===== config.mk =====
export PLATFORM = sky130hd
export DESIGN_NAME = multicycle_control_fsm_flat
export DESIGN_NICKNAME = d
export VERILOG_FILES = /design/src/rtl/multicycle_control_fsm_pkg.sv /design/src/rtl/multicycle_control_fsm_if.sv /design/src/rtl/multicycle_control_fsm_alu_func_decode.sv /design/src/rtl/multicycle_control_fsm.sv /design/src/flat_wrapper.sv
export SDC_FILE = /design/constraint.sdc
export NUM_CORES = 1
export LEC_CHECK = 0
export CAP_MARGIN = 15
export CORE_ASPECT_RATIO = 0.75
export CORE_MARGIN = 1.5
export CORE_UTILIZATION = 47
export DETAILED_ROUTE_END_ITERATION = 8
export GPL_ROUTABILITY_DRIVEN = 0
export HOLD_SLACK_MARGIN = 0.1
export PLACE_DENSITY = 0.87
export SYNTH_ARGS = -nofsm -noshare
export SYNTH_HDL_FRONTEND = slang
export SYNTH_SLANG_ARGS = --single-unit

===== constraint.sdc =====
create_clock -name clk -period 3.2 [get_ports clk]
set_input_delay 0.48 -clock clk [delete_from_list [all_inputs] [get_ports clk]]
set_output_delay 0.48 -clock clk [all_outputs]
set_load 0.01 [all_outputs]

===== src/rtl/multicycle_control_fsm_pkg.sv =====
// Shared constants and types for the multi-cycle MIPS-subset controller:
// opcode/func fields, ALU operation codes, state encoding, mux encodings.
package mips_ctrl_pkg;

   localparam logic [5:0] OP_RTYPE = 6'b000000;
   localparam logic [5:0] OP_ADDI  = 6'b001000;
   localparam logic [5:0] OP_LW    = 6'b100011;
   localparam logic [5:0] OP_SW    = 6'b101011;
   localparam logic [5:0] OP_BEQ   = 6'b000100;
   localparam logic [5:0] OP_J     = 6'b000010;

   localparam logic [5:0] FUNC_ADD = 6'b100000;
   localparam logic [5:0] FUNC_SUB = 6'b100010;
   localparam logic [5:0] FUNC_AND = 6'b100100;
   localparam logic [5:0] FUNC_OR  = 6'b100101;
   localparam logic [5:0] FUNC_SLT = 6'b101010;
   localparam logic [5:0] FUNC_NOP = 6'b000000;

   localparam logic [3:0] ALU_ADD  = 4'b0000;
   localparam logic [3:0] ALU_SUB  = 4'b0001;
   localparam logic [3:0] ALU_AND  = 4'b0010;
   localparam logic [3:0] ALU_SLT  = 4'b0100;
   localparam logic [3:0] ALU_OR   = 4'b0101;
   localparam logic [3:0] ALU_PASS = 4'b1111;

   typedef enum logic [3:0] {
      S_IDLE      = 4'hF,
      S_FETCH     = 4'h0,
      S_DECODE    = 4'h1,
      S_MEM_ADDR  = 4'h2,
      S_MEM_RD    = 4'h3,
      S_MEM_WB    = 4'h4,
      S_MEM_WR    = 4'h5,
      S_R_EXEC    = 4'h6,
      S_R_WB      = 4'h7,
      S_BRANCH    = 4'h8,
      S_JUMP      = 4'h9,
      S_ADDI_EXEC = 4'hA,
      S_ADDI_WB   = 4'hB
   } state_e;

   typedef enum logic [1:0] {
      SRCB_REGB    = 2'd0,
      SRCB_FOUR    = 2'd1,
      SRCB_IMM     = 2'd2,
      SRCB_IMM_SH2 = 2'd3
   } alu_src_b_e;

   typedef enum logic [1:0] {
      PCSRC_ALU    = 2'd0,
      PCSRC_ALUOUT = 2'd1,
      PCSRC_JUMP   = 2'd2
   } pc_source_e;

endpackage


===== src/rtl/multicycle_control_fsm_if.sv =====
// Bundle between instruction register / memory handshake and the controller
// strobes. master = IR/memory side, slave = controller.
interface multicycle_control_fsm_if #(
   parameter int unsigned CNT_W = 32
);
   logic [5:0]       op_in;
   logic [5:0]       func_in;
   logic             mem_ready;
   logic             pc_write;
   logic             pc_write_cond;
   logic             i_or_d;
   logic             mem_read;
   logic             mem_write;
   logic             ir_write;
   logic             mem_to_reg;
   logic             reg_dst;
   logic             reg_write;
   logic             alu_src_a;
   logic [1:0]       alu_src_b;
   logic [1:0]       pc_source;
   logic [3:0]       alu_cntrl;
   logic             illegal_op;
   logic [3:0]       state_out;
   logic [CNT_W-1:0] instr_count;

   modport master (
      output op_in, func_in, mem_ready,
      input  pc_write, pc_write_cond, i_or_d, mem_read, mem_write, ir_write,
             mem_to_reg, reg_dst, reg_write, alu_src_a, alu_src_b, pc_source,
             alu_cntrl, illegal_op, state_out, instr_count
   );

   modport slave (
      input  op_in, func_in, mem_ready,
      output pc_write, pc_write_cond, i_or_d, mem_read, mem_write, ir_write,
             mem_to_reg, reg_dst, reg_write, alu_src_a, alu_src_b, pc_source,
             alu_cntrl, illegal_op, state_out, instr_count
   );
endinterface


===== src/rtl/multicycle_control_fsm_alu_func_decode.sv =====
// R-type function field to ALU operation; valid_o is low for unsupported funcs.
module alu_func_decode
   import mips_ctrl_pkg::*;
(
   input  logic [5:0] func_i,
   output logic [3:0] alu_cntrl_o,
   output logic       valid_o
);

   always_comb begin
      alu_cntrl_o = ALU_PASS;
      valid_o     = 1'b1;
      unique case (func_i)
         FUNC_ADD: alu_cntrl_o = ALU_ADD;
         FUNC_SUB: alu_cntrl_o = ALU_SUB;
         FUNC_AND: alu_cntrl_o = ALU_AND;
         FUNC_OR:  alu_cntrl_o = ALU_OR;
         FUNC_SLT: alu_cntrl_o = ALU_SLT;
         default:  valid_o     = 1'b0;
      endcase
   end

endmodule


===== src/rtl/multicycle_control_fsm.sv =====
// Moore sequencing controller for the shared-ALU multi-cycle datapath; stalls
// on mem_ready in memory states and counts retired instructions.
module multicycle_control_fsm
   import mips_ctrl_pkg::*;
#(
   parameter int unsigned CNT_W = 32
) (
   input  logic                      clk,
   input  logic                      reset_n,
   multicycle_control_fsm_if.slave   bus
);

   state_e           state_q, state_d;
   logic             is_sw_q, is_sw_d;
   logic [CNT_W-1:0] count_q;
   logic             retire;
   logic             func_valid;
   logic [3:0]       r_alu;

   alu_func_decode u_func_dec (
      .func_i      (bus.func_in),
      .alu_cntrl_o (r_alu),
      .valid_o     (func_valid)
   );

   always_ff @(posedge clk or negedge reset_n) begin
      if (!reset_n) begin
         state_q <= S_IDLE;
         is_sw_q <= 1'b0;
         count_q <= '0;
      end else begin
         state_q <= state_d;
         is_sw_q <= is_sw_d;
         if (retire) count_q <= count_q + 1'b1;
      end
   end

   always_comb begin
      state_d           = state_q;
      is_sw_d           = is_sw_q;
      retire            = 1'b0;
      bus.pc_write      = 1'b0;
      bus.pc_write_cond = 1'b0;
      bus.i_or_d        = 1'b0;
      bus.mem_read      = 1'b0;
      bus.mem_write     = 1'b0;
      bus.ir_write      = 1'b0;
      bus.mem_to_reg    = 1'b0;
      bus.reg_dst       = 1'b0;
      bus.reg_write     = 1'b0;
      bus.alu_src_a     = 1'b0;
      bus.alu_src_b     = SRCB_REGB;
      bus.pc_source     = PCSRC_ALU;
      bus.alu_cntrl     = ALU_PASS;
      bus.illegal_op    = 1'b0;

      unique case (state_q)
         S_IDLE: state_d = S_FETCH;

         S_FETCH: begin
            bus.mem_read  = 1'b1;
            bus.alu_src_b = SRCB_FOUR;
            bus.alu_cntrl = ALU_ADD;
            if (bus.mem_ready) begin
               bus.ir_write = 1'b1;
               bus.pc_write = 1'b1;
               state_d      = S_DECODE;
            end
         end

         S_DECODE: begin
            bus.alu_src_b = SRCB_IMM_SH2;
            bus.alu_cntrl = ALU_ADD;
            state_d       = S_FETCH;
            // LW/SW choice is latched here so MEM_ADDR never looks at op_in.
            unique case (bus.op_in)
               OP_LW:   begin state_d = S_MEM_ADDR; is_sw_d = 1'b0; end
               OP_SW:   begin state_d = S_MEM_ADDR; is_sw_d = 1'b1; end
               OP_BEQ:  state_d = S_BRANCH;
               OP_J:    state_d = S_JUMP;
               OP_ADDI: state_d = S_ADDI_EXEC;
               OP_RTYPE: begin
                  if (bus.func_in == FUNC_NOP) retire = 1'b1;
                  else if (func_valid)         state_d = S_R_EXEC;
                  else                         bus.illegal_op = 1'b1;
               end
               default: bus.illegal_op = 1'b1;
            endcase
         end

         S_MEM_ADDR: begin
            bus.alu_src_a = 1'b1;
            bus.alu_src_b = SRCB_IMM;
            bus.alu_cntrl = ALU_ADD;
            state_d       = is_sw_q ? S_MEM_WR : S_MEM_RD;
         end

         S_MEM_RD: begin
            bus.mem_read = 1'b1;
            bus.i_or_d   = 1'b1;
            if (bus.mem_ready) state_d = S_MEM_WB;
         end

         S_MEM_WB: begin
            bus.reg_write  = 1'b1;
            bus.mem_to_reg = 1'b1;
            retire         = 1'b1;
            state_d        = S_FETCH;
         end

         S_MEM_WR: begin
            bus.mem_write = 1'b1;
            bus.i_or_d    = 1'b1;
            if (bus.mem_ready) begin
               retire  = 1'b1;
               state_d = S_FETCH;
            end
         end

         S_R_EXEC: begin
            bus.alu_src_a = 1'b1;
            bus.alu_cntrl = r_alu;
            state_d       = S_R_WB;
         end

         S_R_WB: begin
            bus.reg_write = 1'b1;
            bus.reg_dst   = 1'b1;
            retire        = 1'b1;
            state_d       = S_FETCH;
         end

         S_BRANCH: begin
            bus.alu_src_a     = 1'b1;
            bus.alu_cntrl     = ALU_SUB;
            bus.pc_write_cond = 1'b1;
            bus.pc_source     = PCSRC_ALUOUT;
            retire            = 1'b1;
            state_d           = S_FETCH;
         end

         S_JUMP: begin
            bus.pc_write  = 1'b1;
            bus.pc_source = PCSRC_JUMP;
            retire        = 1'b1;
            state_d       = S_FETCH;
         end

         S_ADDI_EXEC: begin
            bus.alu_src_a = 1'b1;
            bus.alu_src_b = SRCB_IMM;
            bus.alu_cntrl = ALU_ADD;
            state_d       = S_ADDI_WB;
         end

         S_ADDI_WB: begin
            bus.reg_write = 1'b1;
            retire        = 1'b1;
            state_d       = S_FETCH;
         end

         default: state_d = S_IDLE;
      endcase
   end

   assign bus.state_out   = state_q;
   assign bus.instr_count = count_q;

endmodule


===== src/flat_wrapper.sv =====
// flat-port wrapper written by rule: the top's interface ports become plain ports
module multicycle_control_fsm_flat import mips_ctrl_pkg::*;
#(
   parameter int unsigned CNT_W = 32
)
  (clk, reset_n, bus_op_in, bus_func_in, bus_mem_ready, bus_pc_write, bus_pc_write_cond, bus_i_or_d, bus_mem_read, bus_mem_write, bus_ir_write, bus_mem_to_reg, bus_reg_dst, bus_reg_write, bus_alu_src_a, bus_alu_src_b, bus_pc_source, bus_alu_cntrl, bus_illegal_op, bus_state_out, bus_instr_count);
  multicycle_control_fsm_if #(.CNT_W(CNT_W)) bus_i ();
  input  logic clk;
  input  logic reset_n;
  input wire logic [$bits(bus_i.op_in)-1:0] bus_op_in;
  input wire logic [$bits(bus_i.func_in)-1:0] bus_func_in;
  input wire logic [$bits(bus_i.mem_ready)-1:0] bus_mem_ready;
  output wire logic [$bits(bus_i.pc_write)-1:0] bus_pc_write;
  output wire logic [$bits(bus_i.pc_write_cond)-1:0] bus_pc_write_cond;
  output wire logic [$bits(bus_i.i_or_d)-1:0] bus_i_or_d;
  output wire logic [$bits(bus_i.mem_read)-1:0] bus_mem_read;
  output wire logic [$bits(bus_i.mem_write)-1:0] bus_mem_write;
  output wire logic [$bits(bus_i.ir_write)-1:0] bus_ir_write;
  output wire logic [$bits(bus_i.mem_to_reg)-1:0] bus_mem_to_reg;
  output wire logic [$bits(bus_i.reg_dst)-1:0] bus_reg_dst;
  output wire logic [$bits(bus_i.reg_write)-1:0] bus_reg_write;
  output wire logic [$bits(bus_i.alu_src_a)-1:0] bus_alu_src_a;
  output wire logic [$bits(bus_i.alu_src_b)-1:0] bus_alu_src_b;
  output wire logic [$bits(bus_i.pc_source)-1:0] bus_pc_source;
  output wire logic [$bits(bus_i.alu_cntrl)-1:0] bus_alu_cntrl;
  output wire logic [$bits(bus_i.illegal_op)-1:0] bus_illegal_op;
  output wire logic [$bits(bus_i.state_out)-1:0] bus_state_out;
  output wire logic [$bits(bus_i.instr_count)-1:0] bus_instr_count;
  assign bus_i.op_in = bus_op_in;
  assign bus_i.func_in = bus_func_in;
  assign bus_i.mem_ready = bus_mem_ready;
  assign bus_pc_write = bus_i.pc_write;
  assign bus_pc_write_cond = bus_i.pc_write_cond;
  assign bus_i_or_d = bus_i.i_or_d;
  assign bus_mem_read = bus_i.mem_read;
  assign bus_mem_write = bus_i.mem_write;
  assign bus_ir_write = bus_i.ir_write;
  assign bus_mem_to_reg = bus_i.mem_to_reg;
  assign bus_reg_dst = bus_i.reg_dst;
  assign bus_reg_write = bus_i.reg_write;
  assign bus_alu_src_a = bus_i.alu_src_a;
  assign bus_alu_src_b = bus_i.alu_src_b;
  assign bus_pc_source = bus_i.pc_source;
  assign bus_alu_cntrl = bus_i.alu_cntrl;
  assign bus_illegal_op = bus_i.illegal_op;
  assign bus_state_out = bus_i.state_out;
  assign bus_instr_count = bus_i.instr_count;
  multicycle_control_fsm #(.CNT_W(CNT_W)) u_core (.clk(clk), .reset_n(reset_n), .bus(bus_i));
endmodule

==> flow_summary.json <==
{
  "outcome": "finished, final reports clean",
  "async_flop_share": 1.00,
  "clock_tree.htree_level_count": 2,
  "crit_cells": 7,
  "cts_tree": "built",
  "count_of_max_cap_constraint_violations": 0,
  "buffer_ports.inserted": 69,
  "synth_top_cell_by_area": "dfrtp_1",
  "post_synth.cell_area_avg_um2": 9.00,
  "timing.clock.skew_ns": 0.00290,
  "number_of_buffers_between_clock_root_and_the_deepest_sink": 2,
  "synthesis_warning_total": 0,
  "diode_insertion_count_for_antenna_repair": 0,
  "filler_cell_count_in_the_final_layout": 357,
  "final_max_slew_viol_count": 0,
  "gr-usage-all-layers": 0.240,
  "worstRegToRegCells": 5,
  "post_synth_edffs": 0,
  "ys.flop_type": "dfrtp_1",
  "hold_depth": 1,
  "timing_hold_violations_final": 0,
  "viasPerCell": 5.70,
  "synth.most_common_cell": "dfrtp_1",
  "total_power_draw_w": 0.00184,
  "cell_area_after_technology_mapping_um2": 2220,
  "timing_worst_slew_pin_value_ns": 0.855,
  "grt_antenna_before_repair": 0,
  "flip_flop_and_latch_count_after_synthesis": 37,
  "numCtsBuffers": 5,
  "standard_cell_rows": 21,
  "clock_insertion_delay_worst_skew_ns": 0.29,
  "met2_length_um": 2570,
  "i_o_pins": 70,
  "wire_length_of_the_first_global_routing_pass_um": 9470,
  "synth.distinct_cells": 46,
  "critPathLaunchType": "input port",
  "final_min_period_over_clock_period": 0.973,
  "critPathCaptureType": "primary output",
  "timing.critical_path.cells": "clkdlybuf4s50_1 > or4_1 > or3_4 > and3_1 > a21oi_1 > nor2_1 > clkdlybuf4s50_1",
  "synth_top_cells_by_count": "33 x dfrtp_1, 30 x nor2_1, 23 x nor3_1, 19 x nand2_1, 18 x xor2_1",
  "number_of_clock_sinks": 37,
  "dr_wl_met3_um": 346,
  "pwr_density_cell_nw_per_um2": 593,
  "period_needed_ns": 3.11,
  "die_h_um": 62.6,
  "finalHoldWorstSlack_ns": 0.481,
  "critPathArrivalTime_ns": 2.63,
  "worstPathMaxFanout": 4,
  "utilization": 0.692,
  "cts_post_setup_buffers_inserted": 0,
  "worst_setup_hold_path_clk_slew_ns": 0.07,
  "die_span_x_um": 82.4,
  "critical-path-max-stage-delay_ns": 0.55,
  "final_layout_size_suffix_gt1_frac": 0.105,
  "cpMaxStageDelayCell": "or4_1",
  "power_leakage_nw": 1.26,
  "post_drt_wl_per_cell_um": 14.8,
  "vdd_drop_max_v": 0.000436,
  "synth_top_area_share": 0.372,
  "wirelength_met1_um": 2640,
  "setup_viol_count_final": 0,
  "drt_first_iter_violations": 139,
  "clock_tree.root_cell": "clkbuf_8",
  "flow.area_growth_from_synthesis_pct": 40.0,
  "most_frequent_cell_on_the_critical_path": "clkdlybuf4s50_1",
  "first_global_vias": 1983,
  "required_ns": 2.72,
  "highest_layer": "met4",
  "routed_wirelength_um": 5650,
  "setup-tns-final_ns": 0,
  "synth_instances": 247,
  "timing_worst_setup_path_type": "input port to primary output",
  "synth_top_cells_by_area": "dfrtp_1 37%, xor2_1 7.1%, xnor2_1 5.9%",
  "hpwl_um": 4280,
  "final-seq-area_um2": 931,
  "ctsHoldBuffers": 0,
  "grt.overflow.total": 0,
  "fp.dieArea_um2": 5150,
  "critical_path.top_delay_family": "simple AND/OR/NAND/NOR gates",
  "nets": 339,
  "initial_utilization": 0.495,
  "number_of_buffers_and_inverters_on_the_critical_path": 2,
  "grt_start_max_net_pins": 21,
  "hold_path.class": "flip-flop to flip-flop",
  "cts_resized": 0,
  "total_area_of_multi_input_combinational_cells_um2": 1210,
  "fmaxAchievable_mhz": 321,
  "postSynthNetCount": 263,
  "vias": 2171,
  "core_area_um2": 4490,
  "detail_route.first_pass.iterations": 5,
  "synth-seq-area-share": 0.419,
  "ant_nets": 0,
  "relSlewSlack": 0.428,
  "drt_drc_violations_left": 0
}
final timing paths:
kind / startpoint / to / slack (ns)
max: bus_op_in[3] / bus_illegal_op / 0.09
min: u_core.bus.instr_count[31] / u_core.bus.instr_count[31] / 0.48
max reg2reg: u_core.bus.state_out[0] / u_core.bus.instr_count[10] / 0.57
min reg2reg: u_core.bus.instr_count[31] / u_core.bus.instr_count[31] / 0.48
max in group asynchronous: reset_n / u_core.bus.instr_count[15] / 1.82
min in group asynchronous: reset_n / u_core.bus.instr_count[13] / 0.67
cells in the final DEF, fill, tap and decap left out, types with 4 or more instances in the layout:
master	instances
xnor2_1	15
dfstp_2	4
xor2_1	18
dfrtp_1	33
nand2_1	19
buf_4	8
inv_1	12
nor4_1	5
nor3_1	23
clkdlybuf4s50_1	68
a21oi_1	11
o21ai_0	6
nand4_1	8
clkbuf_8	7
nand2b_1	5
nand3_1	6
nor2_1	30
stage by stage:
| step | cell area [um^2] | instances | worst slack, ns |
|---|---|---|---|
| after floorplan | 2220 | 247 | 0.895 |
| after global placement | 3000 | 373 | 0.0908 |
| after detailed placement | 3000 | 373 | 0.0701 |
| after CTS | 3100 | 381 | 0.0690 |
| after global routing | 3110 | 381 | -0.00318 |
| final | 3110 | 381 | 0.0854 |
power by group:
part	internal, W	switching [W]
Combinational	0.000430	0.000363
Clock	0.000195	0.000164
Sequential	0.000544	0.000147
Total	0.00117	0.000674
sequential cells by signal, summed over array words and instances (netlist names):
register and cells:
u_core.is_sw_q 1, u_core.bus.instr_count 32, u_core.bus.state_out 4
per-layer routing:
| layer | vias up | global-route usage |
|---|---|---|
| met4 | 0 | 0.0890 |
| li1 | 1031 | - |
| met1 | 1051 | 0.356 |
| met5 | - | 0 |
| met3 | 9 | 0.0526 |
| met2 | 80 | 0.337 |
logic make-up after synthesis:
kind of cell    Yosys count  share of synthesized area
simple gates            119                      0.285
flops                    37                      0.419
buf+inv                  20                     0.0394
compound gates           35                      0.110
mux                       2                     0.0101
fa+ha+maj                 1                    0.00563
xor+xnor                 33                      0.130
layout make-up:
type                    instances  area share
clock inverters                 1     0.00161
well taps                      57      0.0229
multi-input cells             190       0.389
repair buffers                 77       0.242
inverters                      12      0.0145
clock buffers                   7      0.0310
flip-flops and latches         37       0.299
Note: power is estimated with default switching activity, not from simulation.
